`config.mk`:
```
export PLATFORM = sky130hd
export DESIGN_NAME = mdio_receptor_multi
export DESIGN_NICKNAME = d
export VERILOG_FILES = /design/src/rtl/mdio_receptor_multi.sv
export SDC_FILE = /design/constraint.sdc
export NUM_CORES = 1
export LEC_CHECK = 0
export ABC_AREA = 1
export CORE_ASPECT_RATIO = 1.4
export CORE_MARGIN = 2
export CORE_UTILIZATION = 60
export CTS_BUF_LIST = sky130_fd_sc_hd__clkbuf_4 sky130_fd_sc_hd__clkbuf_8
export DETAILED_ROUTE_END_ITERATION = 7
export PLACE_DENSITY = 0.88
export SYNTH_ARGS = -nofsm -noshare
export SYNTH_HDL_FRONTEND = slang
export SYNTH_SLANG_ARGS = --single-unit
export TNS_END_PERCENT = 20
```
`constraint.sdc`:
```
create_clock -name MDC -period 4 [get_ports MDC]
set_clock_uncertainty 0.2 [all_clocks]
set_input_delay 0.6 -clock MDC [delete_from_list [all_inputs] [get_ports MDC]]
set_output_delay 0.6 -clock MDC [all_outputs]
set_load 0.05 [all_outputs]
```
`src/rtl/mdio_receptor_multi.sv`:
```
// Clause-22 MDIO management-slave receiver answering a window of PHY_CNT addresses from PHY_BASE.
// Define MDIO_PREAMBLE_CHECK_EN to require PREAMBLE_LEN sampled ones before each ST.
//
// state   | meaning
// --------+--------------------------------------------------------
// IDLE    | waiting for first ST bit (0), preamble counted if enabled
// ST1     | expecting second ST bit (1)
// OP      | shifting 2 opcode bits
// PHYAD   | shifting 5 PHY address bits
// REGAD   | shifting 5 register address bits, decide frame at k14
// WTA     | write turnaround, must sample 1 then 0
// WDATA   | shifting 16 write data bits
// RTA     | read turnaround, drive 0 then load RD_DATA
// RDATA   | serializing read data on MDIO_IN
// SKIP    | ignoring the rest of a foreign or invalid frame
module mdio_receptor_multi #(
    parameter logic [4:0] PHY_BASE     = 5'h00,
    parameter int         PHY_CNT      = 1,
    parameter int         PREAMBLE_LEN = 32
) (
    input  logic        MDC,
    input  logic        RESET,
    input  logic        MDIO_OUT,
    input  logic        MDIO_OE,
    output logic        MDIO_IN,
    output logic        MDIO_IN_OE,
    output logic        MDIO_DONE,
    output logic [2:0]  PHY_SEL,
    output logic [4:0]  ADDR,
    output logic [15:0] WR_DATA,
    output logic        WR_STB,
    output logic        RD_STB,
    input  logic [15:0] RD_DATA
);

    localparam logic [3:0] S_IDLE  = 4'd0;
    localparam logic [3:0] S_ST1   = 4'd1;
    localparam logic [3:0] S_OP    = 4'd2;
    localparam logic [3:0] S_PHYAD = 4'd3;
    localparam logic [3:0] S_REGAD = 4'd4;
    localparam logic [3:0] S_WTA   = 4'd5;
    localparam logic [3:0] S_WDATA = 4'd6;
    localparam logic [3:0] S_RTA   = 4'd7;
    localparam logic [3:0] S_RDATA = 4'd8;
    localparam logic [3:0] S_SKIP  = 4'd9;

    if (PHY_CNT < 1 || PHY_CNT > 8 || PREAMBLE_LEN < 1) begin : g_bad_param
        $error("mdio_receptor_multi: PHY_CNT must be 1..8 and PREAMBLE_LEN >= 1");
    end

    logic [3:0]  state;
    logic [4:0]  bit_cnt;
    logic [1:0]  op;
    logic [4:0]  phyad;
    logic [3:0]  regad;
    logic        ta_first;
    logic [15:0] shift;

    logic [4:0]  phy_off;
    logic        phy_hit;
    logic        op_wr;
    logic        op_rd;
    logic        pre_ok;

    // Offset wraps mod 32, so a window crossing address 31 still matches.
    assign phy_off = phyad - PHY_BASE;
    assign phy_hit = (phy_off < 5'(PHY_CNT));
    assign op_wr   = (op == 2'b01);
    assign op_rd   = (op == 2'b10);

`ifdef MDIO_PREAMBLE_CHECK_EN
    localparam int PRE_W = $clog2(PREAMBLE_LEN + 1);

    logic [PRE_W-1:0] pre_left;

    assign pre_ok = (pre_left == '0);

    // Reloads outside IDLE, so every frame needs a fresh preamble.
    always_ff @(posedge MDC) begin
        if (RESET || state != S_IDLE || !MDIO_OE || !MDIO_OUT) begin
            pre_left <= PRE_W'(PREAMBLE_LEN);
        end else if (pre_left != '0) begin
            pre_left <= pre_left - PRE_W'(1);
        end
    end
`else
    assign pre_ok = 1'b1;
`endif

    always_ff @(posedge MDC) begin
        if (RESET) begin
            state      <= S_IDLE;
            bit_cnt    <= 5'd0;
            op         <= 2'b00;
            phyad      <= 5'd0;
            regad      <= 4'd0;
            ta_first   <= 1'b0;
            shift      <= 16'd0;
            MDIO_IN    <= 1'b0;
            MDIO_IN_OE <= 1'b0;
            MDIO_DONE  <= 1'b0;
            PHY_SEL    <= 3'd0;
            ADDR       <= 5'd0;
            WR_DATA    <= 16'd0;
            WR_STB     <= 1'b0;
            RD_STB     <= 1'b0;
        end else begin
            WR_STB    <= 1'b0;
            RD_STB    <= 1'b0;
            MDIO_DONE <= 1'b0;
            case (state)
                S_IDLE: begin
                    if (MDIO_OE && !MDIO_OUT && pre_ok) begin
                        state <= S_ST1;
                    end
                end
                S_ST1: begin
                    if (MDIO_OE && MDIO_OUT) begin
                        state   <= S_OP;
                        bit_cnt <= 5'd1;
                    end else begin
                        state <= S_IDLE;
                    end
                end
                S_OP: begin
                    if (!MDIO_OE) begin
                        state <= S_IDLE;
                    end else begin
                        op <= {op[0], MDIO_OUT};
                        if (bit_cnt == 5'd0) begin
                            state   <= S_PHYAD;
                            bit_cnt <= 5'd4;
                        end else begin
                            bit_cnt <= bit_cnt - 5'd1;
                        end
                    end
                end
                S_PHYAD: begin
                    if (!MDIO_OE) begin
                        state <= S_IDLE;
                    end else begin
                        phyad <= {phyad[3:0], MDIO_OUT};
                        if (bit_cnt == 5'd0) begin
                            state   <= S_REGAD;
                            bit_cnt <= 5'd4;
                        end else begin
                            bit_cnt <= bit_cnt - 5'd1;
                        end
                    end
                end
                S_REGAD: begin
                    if (!MDIO_OE) begin
                        state <= S_IDLE;
                    end else begin
                        regad <= {regad[2:0], MDIO_OUT};
                        if (bit_cnt != 5'd0) begin
                            bit_cnt <= bit_cnt - 5'd1;
                        end else if (phy_hit && (op_wr || op_rd)) begin
                            ADDR    <= {regad, MDIO_OUT};
                            PHY_SEL <= phy_off[2:0];
                            bit_cnt <= 5'd1;
                            if (op_wr) begin
                                state <= S_WTA;
                            end else begin
                                state  <= S_RTA;
                                RD_STB <= 1'b1;
                            end
                        end else begin
                            state   <= S_SKIP;
                            bit_cnt <= 5'd17;
                        end
                    end
                end
                S_WTA: begin
                    if (!MDIO_OE) begin
                        state <= S_IDLE;
                    end else if (bit_cnt != 5'd0) begin
                        ta_first <= MDIO_OUT;
                        bit_cnt  <= 5'd0;
                    end else if (ta_first && !MDIO_OUT) begin
                        state   <= S_WDATA;
                        bit_cnt <= 5'd15;
                    end else begin
                        state <= S_IDLE;
                    end
                end
                S_WDATA: begin
                    if (!MDIO_OE) begin
                        state <= S_IDLE;
                    end else begin
                        shift <= {shift[14:0], MDIO_OUT};
                        if (bit_cnt == 5'd0) begin
                            WR_DATA   <= {shift[14:0], MDIO_OUT};
                            WR_STB    <= 1'b1;
                            MDIO_DONE <= 1'b1;
                            state     <= S_IDLE;
                        end else begin
                            bit_cnt <= bit_cnt - 5'd1;
                        end
                    end
                end
                S_RTA: begin
                    // RD_DATA is taken on the second turnaround edge, two cycles after RD_STB.
                    if (bit_cnt != 5'd0) begin
                        MDIO_IN_OE <= 1'b1;
                        MDIO_IN    <= 1'b0;
                        bit_cnt    <= 5'd0;
                    end else begin
                        shift   <= {RD_DATA[14:0], 1'b0};
                        MDIO_IN <= RD_DATA[15];
                        state   <= S_RDATA;
                        bit_cnt <= 5'd15;
                    end
                end
                S_RDATA: begin
                    if (bit_cnt != 5'd0) begin
                        MDIO_IN <= shift[15];
                        shift   <= {shift[14:0], 1'b0};
                        bit_cnt <= bit_cnt - 5'd1;
                    end else begin
                        MDIO_IN    <= 1'b0;
                        MDIO_IN_OE <= 1'b0;
                        MDIO_DONE  <= 1'b1;
                        state      <= S_IDLE;
                    end
                end
                S_SKIP: begin
                    if (bit_cnt == 5'd0) begin
                        state <= S_IDLE;
                    end else begin
                        bit_cnt <= bit_cnt - 5'd1;
                    end
                end
                default: begin
                    state <= S_IDLE;
                end
            endcase
        end
    end

endmodule

```
# Word level (Yosys, flattened, before mapping)
# Cells that the tools add are included.
# totals
wordCells	120
ff_bits	66
in_bits	20
# classes
eq_ne	26
bitwise	5
order_cmp	1
n_reduce_logical	25
add_sub_neg	1
mux	47
# op_table
cell	count
two-way mux 4 bit	15
two-way mux 5 bit	12
two-way mux 16 bit	3
one-hot mux 16 bit (3 select lines)	1
one-hot mux 4 bit (10 select lines)	1
one-hot mux 5 bit (8 select lines)	1
inequality test 2 bit, second input constant	9
equality test 4 x 3 -> 1 bit, second input constant	4
inequality test 3 bit, second input constant	5
AND reduction 3 bit	3
equality test 4 x 2 -> 1 bit, second input constant	2
equality test 4 bit, second input constant	2
two-way mux 1 bit	8
AND reduction 4 bit	2
AND reduction 8 bit	1
nonzero test 8 bit	1
AND reduction 7 bit	1
one-hot mux 1 bit (2 select lines)	3
AND reduction 2 bit	3
zero test 5 bit	1
less-than comparator 5 x 1 -> 1 bit, second input constant	1
NOT 1 bit	5
nonzero test 5 bit	1
OR reduction 5 bit	1
other kinds (14)	19

# Longest topological paths before layout
# depth
ltp_word	7
ltp_mapped	11

# Least setup slack after synthesis
# OpenSTA, ideal clock, no wires.
# synth_timing
path_type	input -> register
startpoint	input RESET
endpoint	register WR_DATA[10]
arrival_time_ps	1536
setup_time_ps	70
cell_stages	6
slack_ps	2194
required_time_ps	3730
path_cell_list	clkbuf_1 > inv_1 > clkbuf_1 > clkbuf_1 > o21ai_0 > a21oi_1
# synth_rtl
item	line	source
start, declared	22	input logic RESET,
end signal, assigned	193	WR_DATA <= {shift[14:0], MDIO_OUT};
end, declared	30	output logic [15:0] WR_DATA,

# Worst setup path after layout
# layout_timing
startpoint	input MDIO_OE
endpoint	register shift[0]
# layout_via
elab_chain_len	2
# layout_lines
item	line	source
start, declared	24	input logic MDIO_OE,
inequality test 2 bit (no line)	--	
AND reduction 4 bit (no line)	--	
end signal, assigned	191	shift <= {shift[14:0], MDIO_OUT};
end signal, assigned	209	shift <= {RD_DATA[14:0], 1'b0};
end signal, assigned	218	shift <= {shift[14:0], 1'b0};
end, declared	57	logic [15:0] shift;
# No other way between the ends.
# A chain may end at the register's enable or synchronous reset.

==> qor.yml <==
run_status:
  status: "finished clean"
placed_design:
  port_buffers: 48
  place.gp.congestion: 0.999
  post-place-ws_ns: 1.39
  dp_hpwl_um: 5190
  dp.cells: 540
routing:
  wl_per_cell_um: 13.5
  ant_nets: 0
  routed.top_layer: "met4"
  drt-initial-drc-count: 233
  vias: 3035
  detail_route.first_pass.iterations: 5
  drt-total-wl_um: 7500
  vias_per_cell: 5.46
  met3_length_um: 321
  routedLengthMet1_um: 2950
  drcViolationCount: 0
  wl_met2_um: 3850
global_route:
  track_usage_pct: 27.5
  antenna_found_initial: 0
  grt_pass1_vias: 2837
  overflow: 0
  grt_max_degree: 49
  grt_first_pass_wirelength_um: 12200
cells_and_area:
  mostFrequentLayoutCell: "nand2_1"
  nets: 507
  antennaDiodeCount: 0
  fillerInstances: 397
  final_cell_mix: "nand2_1, dfxtp_1, o21ai_0"
  area_growth_pct: 21.7
  final_layout_size_suffix_gt1_share_pct: 8.57
  instances_no_fill: 556
pwr:
  peakVddDrop_mv: 0.290
  power_frac_comb_pct: 9.1
  p_per_area_nw_per_um2: 352
  swShare_pct: 25.1
  intPower_mw: 0.994
  p_switching_mw: 0.334
  leakagePower_nw: 1.56
  power_frac_clock_pct: 40.7
  pwr-share-seq_pct: 50.2
  finalPower_mw: 1.33
sta:
  fin_crit_sh_pct: 58.8
  rsz0062_at_grt: "false"
  drv_slew: 0
  maxSlewHeadroom_pct: 52.7
  tns_ns: 0
  hold_viol: 0
  fmax_ghz: 0.425
  worst_slew_pin_slew_ns: 0.707
  setup_viol: 0
  setup_ws_ns: 1.65
  fin_crit_ns: 2.35
logic_synthesis:
  yosysSeqAreaShare_pct: 42.6
  syn_area_sq_um: 3100
  yosys-top-cells-area: "dfxtp_1, nand2_1, o21ai_0, a21oi_1, nor2_1"
  async_flop_share_pct: 0
  yosys_register_bits: 66
  synth_edf_count: 0
  synth-main-ff-cell: "dfxtp_1"
  synth_top_area_share_pct: 42.6
  synthesis.nets: 462
  synth.largest_area_cell: "dfxtp_1"
  ys_warn_count: 0
  ys_types: 29
  syn_avg_cell_area_sq_um: 7.05
  netlist_instances: 440
clocking:
  path_clk_slew_ns: 0.07
  cts_hold_buf: 0
  cts_tree: "built"
  h-tree-depth: 3
  cts_made_buffers: 9
  cts_buffer_depth: 2
  cts_root_buf: "clkbuf_8"
  cts.repair.resized: 0
  insertion_delay_ns: 0.34
  post-cts-setup-buffers: 0
  cts_sinks: 66
worst_hold_path:
  holdCritPathClass: "register to register"
setup_path:
  cp-end-kind: "register"
  critPathMaxFanout: 28
  cp.arrival_ns: 2.37
  crit_required_ns: 4.02
  critical_path_class: "primary input to register"
  start_kind: "primary input"
die:
  dieWidth_um: 64.8
  dieArea_sq_um: 5770
  rows: 31
  die-height_um: 89.1
  pin_count: 49
  initial_utilization_pct: 61.0
  design.core.area_sq_um: 5080
flow_run:
  max_cap_violations: 0
[power by group through the flow]
stage,Sequential (mW),Clock (mW),Combinational (mW)
3_5_place_dp,0.681,0,0.119
2_1_floorplan,0.680,0,0.0806
4_1_cts,0.666,0.543,0.120
3_3_place_gp,0.681,0,0.118
6_report,0.666,0.541,0.121
5_1_grt,0.667,0.571,0.134
[area by class of cell]
cell class,instances,area [sq um],area share [%]
clock buffer,10,131,3.48
clock inverter,6,57.6,1.53
inverter,46,173,4.58
multi-input combinational,312,1510,40.1
sequential,66,1320,35.0
tap,66,82.6,2.19
timing repair buffer,50,495,13.1
[worst max-delay path: stages]
cell             delay, ns
clkdlybuf4s50_1       0.61
inv_1                 0.21
nand2_1               0.16
nand2_1               0.06
nor2_1                0.17
nand2_4               0.19
o21ai_0               0.28
a21oi_1               0.07
[cell usage after synthesis, drive strengths merged (4+ instances only)]
cell    number
o21ai       63
buf          8
nand2       98
nand3       21
o211ai       4
inv         46
dfxtp       66
nor2        61
clkbuf       8
a21oi       50
[registers in the layout, indices dropped and copies added, names as in the netlist, 2 cells and up]
register,cells
regad,4
shift,16
ADDR,5
bit_cnt,5
state,4
PHY_SEL,3
phyad,5
op,2
WR_DATA,16
[worst paths after layout]
kind	cells after the start	slack (ns)	end	from
hold / removal	2	0.24	ADDR[4]$_SDFFE_PP0P_	regad[3]$_SDFFE_PP0P_
setup / recovery	8	1.65	shift[0]$_SDFFE_PP0P_	MDIO_OE
setup reg to reg	8	1.68	WR_DATA[10]$_SDFFE_PP0P_	bit_cnt[0]$_SDFFE_PP0P_
hold reg to reg	2	0.24	ADDR[4]$_SDFFE_PP0P_	regad[3]$_SDFFE_PP0P_
[stage by stage]
stage,hold slack (ns),util (%),cell area (sq um)
global placement,0.229,70.5,3580
global route,0.275,74.3,3770
detailed placement,0.231,70.5,3580
floorplan,0.221,-,3100
CTS,0.240,74.3,3770
finish,0.236,74.3,3770
[cell families (layout without fill, tap and decap cells)]
family                     count (synthesis)  count (layout)  synth area share (%)
AOI/OAI and AO/OA                        119             119                  20.0
and+or+nand+nor                          190             190                  27.7
adders and majority gates                  2               2                 0.807
buffers and inverters                     62             112                  8.60
xor gates and xnor gates                   1               1                 0.283
DFF                                       66              66                  42.6
[routing by layer]
| metal | vias up | global-route usage (%) |
|---|---|---|
| met5 | - | 0 |
| met4 | 0 | 18.8 |
| met3 | 31 | 6.17 |
| met2 | 86 | 49.6 |
| met1 | 1396 | 28.3 |
| li1 | 1522 | - |
No activity file was read; power rests on OpenSTA's default activity.
